$ cat config.mk
export PLATFORM = sky130hd
export DESIGN_NAME = partita_stats
export DESIGN_NICKNAME = d
export VERILOG_FILES = /design/src/rtl/partita_stats.sv
export SDC_FILE = /design/constraint.sdc
export NUM_CORES = 1
export LEC_CHECK = 0
export BUFFER_PORTS_ARGS = -buffer_cell sky130_fd_sc_hd__buf_2
export CAP_MARGIN = 10
export CORE_MARGIN = 2
export CORE_UTILIZATION = 59
export CTS_CLUSTER_DIAMETER = 100
export DETAILED_ROUTE_END_ITERATION = 8
export PLACE_DENSITY = 0.92
export SETUP_SLACK_MARGIN = 0.4
export SLEW_MARGIN = 20
export SYNTH_ARGS = -nofsm -noshare
export SYNTH_HDL_FRONTEND = slang
export SYNTH_SLANG_ARGS = --single-unit
export TNS_END_PERCENT = 1
$ cat constraint.sdc
create_clock -name clk -period 7 [get_ports clk]
set_input_delay 1.4 -clock clk [delete_from_list [all_inputs] [get_ports clk]]
set_output_delay 1.4 -clock clk [all_outputs]
set_load 0.05 [all_outputs]
$ cat src/rtl/partita_stats.sv
// rtl/partita_stats.sv - match statistics for the MorraCinese FSMD
// Tracks match state, round count, saturating win/draw counters and a 4-deep result history FIFO.
module partita_stats (
  input  logic       clk,
  input  logic       rst_n,
  input  logic       INIZIO,
  input  logic [1:0] MANCHE,
  input  logic [1:0] PARTITA,
  input  logic       RD_REQ,
  output logic [3:0] VITTORIE_1,
  output logic [3:0] VITTORIE_2,
  output logic [3:0] PAREGGI,
  output logic [4:0] N_MANCHE,
  output logic [1:0] STATO,
  output logic [1:0] HIST_DATA,
  output logic       HIST_VALID,
  output logic       HIST_EMPTY,
  output logic       HIST_FULL
);

  typedef enum logic [1:0] {
    IDLE     = 2'b00,
    IN_GIOCO = 2'b01,
    FINITA   = 2'b10
  } state_t;

  state_t      state_q, state_d;
  logic [4:0]  n_manche_q, n_manche_d;
  logic [3:0]  vitt1_q, vitt1_d;
  logic [3:0]  vitt2_q, vitt2_d;
  logic [3:0]  pareggi_q, pareggi_d;
  logic [1:0]  mem_q [4];
  logic [1:0]  mem_d [4];
  logic [1:0]  rd_ptr_q, rd_ptr_d;
  logic [1:0]  wr_ptr_q, wr_ptr_d;
  logic [2:0]  count_q, count_d;
  logic [1:0]  hist_data_q, hist_data_d;
  logic        hist_valid_q, hist_valid_d;
  logic        empty_q, full_q;
  logic        push, pop;

  always_ff @(posedge clk) begin
    if (!rst_n) begin
      state_q      <= IDLE;
      n_manche_q   <= '0;
      vitt1_q      <= '0;
      vitt2_q      <= '0;
      pareggi_q    <= '0;
      for (int i = 0; i < 4; i++) mem_q[i] <= '0;
      rd_ptr_q     <= '0;
      wr_ptr_q     <= '0;
      count_q      <= '0;
      hist_data_q  <= '0;
      hist_valid_q <= 1'b0;
      empty_q      <= 1'b1;
      full_q       <= 1'b0;
    end else begin
      state_q      <= state_d;
      n_manche_q   <= n_manche_d;
      vitt1_q      <= vitt1_d;
      vitt2_q      <= vitt2_d;
      pareggi_q    <= pareggi_d;
      mem_q        <= mem_d;
      rd_ptr_q     <= rd_ptr_d;
      wr_ptr_q     <= wr_ptr_d;
      count_q      <= count_d;
      hist_data_q  <= hist_data_d;
      hist_valid_q <= hist_valid_d;
      empty_q      <= (count_d == 3'd0);
      full_q       <= (count_d == 3'd4);
    end
  end

  always_comb begin
    state_d      = state_q;
    n_manche_d   = n_manche_q;
    vitt1_d      = vitt1_q;
    vitt2_d      = vitt2_q;
    pareggi_d    = pareggi_q;
    mem_d        = mem_q;
    rd_ptr_d     = rd_ptr_q;
    wr_ptr_d     = wr_ptr_q;
    count_d      = count_q;
    hist_data_d  = hist_data_q;
    hist_valid_d = 1'b0;
    push         = 1'b0;
    pop          = RD_REQ && (count_q != 3'd0);

    case (state_q)
      IDLE, FINITA: begin
        if (INIZIO) begin
          state_d    = IN_GIOCO;
          n_manche_d = '0;
        end
      end
      IN_GIOCO: begin
        // A restart strobe discards any round/match result seen on the same edge
        if (INIZIO) begin
          n_manche_d = '0;
        end else begin
          if (MANCHE != 2'b00 && n_manche_q != 5'd31) n_manche_d = n_manche_q + 5'd1;
          if (PARTITA != 2'b00) begin
            push    = 1'b1;
            state_d = FINITA;
            case (PARTITA)
              2'b01:   if (vitt1_q != 4'hF) vitt1_d = vitt1_q + 4'd1;
              2'b10:   if (vitt2_q != 4'hF) vitt2_d = vitt2_q + 4'd1;
              2'b11:   if (pareggi_q != 4'hF) pareggi_d = pareggi_q + 4'd1;
              default: ;
            endcase
          end
        end
      end
      default: state_d = IDLE;
    endcase

    if (pop) begin
      hist_data_d  = mem_q[rd_ptr_q];
      hist_valid_d = 1'b1;
      rd_ptr_d     = rd_ptr_q + 2'd1;
    end

    // When full, wr_ptr equals rd_ptr, so a push without a pop replaces the oldest entry
    if (push) begin
      mem_d[wr_ptr_q] = PARTITA;
      wr_ptr_d        = wr_ptr_q + 2'd1;
      if (count_q == 3'd4 && !pop) rd_ptr_d = rd_ptr_q + 2'd1;
    end

    case ({push, pop})
      2'b10:   if (count_q != 3'd4) count_d = count_q + 3'd1;
      2'b01:   count_d = count_q - 3'd1;
      default: ;
    endcase
  end

  assign STATO      = state_q;
  assign N_MANCHE   = n_manche_q;
  assign VITTORIE_1 = vitt1_q;
  assign VITTORIE_2 = vitt2_q;
  assign PAREGGI    = pareggi_q;
  assign HIST_DATA  = hist_data_q;
  assign HIST_VALID = hist_valid_q;
  assign HIST_EMPTY = empty_q;
  assign HIST_FULL  = full_q;

endmodule

==> key figures <==
Synthesis
  – Ys async rst share: 0%
  – Top_reg_cell synth: dfxtp_1
  – Post-Syn Area: 0.001927 mm²
  – EDFF count, synth: 0
  – Sequential share of the synthesized area: 40.52%
  – Synth unique cells: 47
  – Number of synthesized register bits: 39
  – Post-Synthesis Net Count: 236
  – Syn Inst Count: 214
  – Yosys warning count: 0
  – Syn Area/Cell: 9.004 µm²

Setup path
  – Cells along the critical path: buf_2, or3b_1, nor2_2, inv_1, ha_1, nand2b_1, mux2i_1, a221o_1, a211oi_1
  – CP Data Arrival Time: 3630 ps
  – R2r worst-path depth: 8
  – Crit path max fanout: 9
  – Worst path max stage delay: 450 ps
  – Kind of start point of the critical path: primary input
  – CP required: 7270 ps
  – Worst Path Class, Setup: in -> reg
  – CP Capture Type: flip-flop
  – Critical path's slowest cell: or3b_1

Drt
  – DR iter-0 viols: 143
  – Drt total wl: 3.944 mm
  – DR vias/cell: 5.690
  – Via count: 1,650
  – First-pass DRT Iterations: 4
  – Routed wire length per instance: 13.60 µm
  – DRC: 0
  – Final ANT Viol Nets: 0

STA
  – Layout Skew: 8.988 ps
  – Count of final setup violators: 0
  – Final min period: 3360 ps
  – Slack of the critical path: 3640 ps
  – Endpoints failing hold: 0
  – RSZ-0062 raised after global routing: no
  – Relative slew slack: 47.26%
  – Crit share post-route: 48.01%
  – Hold WS: 482.7 ps
  – Worst slew pin tran: 790.2 ps
  – Max-slew violation count: 0
  – Fmax: 0.2976 GHz
  – Final setup TNS: 0 ps

Power and ir drop
  – Sw Ratio: 24.52%
  – Comb pwr share: 7.6%
  – P_sw: 95.08 µW
  – Seq pwr share: 58.5%
  – Total power per unit cell area: 178.0 mW/mm²
  – Int Pwr: 292.7 µW
  – Clock power frac: 33.9%
  – Leakage: 0.0009217 µW
  – IR drop worst, VDD: 126.9 µV

GRT
  – Largest net degree at the start of global routing: 26
  – First-pass GRT wire length: 6.451 mm
  – Initial antenna violation count: 0
  – Overall routing resource usage: 23.68%
  – Global route overflow: 0
  – Vias in the first global route: 1,453

Layout
  – Most frequent cells in the layout: dfxtp_1, buf_2, nor2_1, nand2_1, ha_1
  – Final core occ: 70.77%
  – Commonest non-fill, non-tap cell in the layout: dfxtp_1
  – Nets: 267
  – Design Area, Final: 0.002178 mm²
  – Layout cell share with drive strength beyond 1: 18.29%
  – Layout area overhead: 13.05%
  – Fill cells: 265
  – N_diodes: 0

Clock network
  – CTS tree: built
  – CTS max path bufs: 2
  – Post-CTS setup buffers: 0
  – Hold Buf Count CTS: 0
  – Cts repair resizes: 0
  – Root Buffer: clkbuf_4
  – Cts bufs inserted: 5
  – Clk pin slew, worst setup/hold paths: 110 ps
  – Worst-skew pair later-pin latency: 350 ps
  – CTS H-Tree Depth: 2
  – CTS sink count: 39

Floorplan
  – Core Region: 0.003078 mm²
  – Die Span Y: 61.15 µm
  – Die Wd: 61.15 µm
  – Row cnt: 20
  – IO Pins: 32
  – Die area: 0.003739 mm²
  – Initial Utilization: 62.60%

Placement
  – Dpl ws: 3286 ps
  – IO Port Bufs: 31
  – Dpl hpwl: 2.813 mm
  – Placement Cell Area: 0.002110 mm²
  – Gpl congestion: 0.9099

Run status
  – Status: finished clean

Hold path
  – Worst hold path type: reg -> reg
  – Hold path cells: 2

Run
  – Number of max-cap violations: 0
## sequential cells by signal (all words and copies together) (netlist names), 2 cells and up
signal,flops
HIST_DATA,2
N_MANCHE,5
PAREGGI,4
STATO,2
VITTORIE_1,4
VITTORIE_2,4
count_q,3
mem_q,8
rd_ptr_q,2
wr_ptr_q,2
## cell type report
class	count	area (µm²)	area share, %
multi-input combinational	155	1070	49.11
tap	44	55.05	2.527
timing repair buffer	31	155.1	7.122
sequential	39	780.7	35.84
clock buffer	8	68.82	3.159
inverter	13	48.80	2.240
## path summary, 6_finish.rpt
| kind | from | to | slack [ps] |
|---|---|---|---|
| max | INIZIO | HIST_EMPTY | 3640 |
| min reg2reg | mem_q[5] | mem_q[5] | 480 |
| min | mem_q[5] | mem_q[5] | 480 |
| max reg2reg | STATO[0] | HIST_EMPTY | 4330 |
## metrics by stage
step / std cells / power [µW]
floorplan: 214 / 253.3
global placement: 282 / 260.5
detailed placement: 282 / 261.3
CTS: 290 / 389.3
global route: 290 / 405.3
finish: 290 / 387.8
## cells by family after synthesis
kind of cell / count (synthesis) / synth area share (%)
muxes: 7 / 4.935
xor gates and xnor gates: 6 / 2.728
and+or+nand+nor: 79 / 22.27
buffers and inverters: 20 / 3.961
AOI/OAI and AO/OA: 49 / 16.49
adders and majority gates: 14 / 9.091
DFF: 39 / 40.52
## critical path, delay by kind of cell
kind / cells / cell delay (ps)
compound gates: 2 / 540
fa+ha+maj: 1 / 430
buf+inv: 2 / 220
mux: 1 / 70
simple gates: 3 / 950
## power by group through the flow
stage	logic, µW	clock network, µW	registers (µW)
global route	32.5	145	227
CTS	29.5	133	227
global placement	28.6	0	232
detailed placement	29.3	0	232
floorplan	17.3	0	236
finish	29.4	131	227
## cells in the mapped netlist, types with 2 or more instances
cell      number  area, µm²
clkbuf_1       6      22.52
o21a_1         4      30.03
and2_1         6      37.54
o21ai_0        9      45.04
dfxtp_1       39      780.8
and3_1         2      12.51
nand2_1       16      60.06
a21oi_1       12      60.06
nand3b_1       2      15.01
xor2_1         3      26.28
xnor2_1        3      26.28
ha_1          14      175.2
nand4b_1       2      17.52
nor3_1         4      20.02
mux2i_1        5      50.05
or4_1          4      30.03
inv_1         13      48.80
a31oi_1        3      18.77
nand4_1        2      12.51
a21boi_0       5      37.54
o31ai_1        2      15.01
o22ai_1        4      25.02
or3_1          2      12.51
nand2b_1       2      12.51
mux4_2         2      45.04
o41ai_1        2      17.52
nor2_1        19      71.32
nand3_1        8      40.04
## per-layer routing
| metal | wire length (µm) | GRT usage (%) |
|---|---|---|
| met2 | 1907 | 37.08 |
| met3 | 158 | 8.403 |
| met5 | 0 | 0 |
| met4 | 48 | 9.627 |
| met1 | 1830 | 29.75 |
No activity file was read; power rests on OpenSTA's default activity.
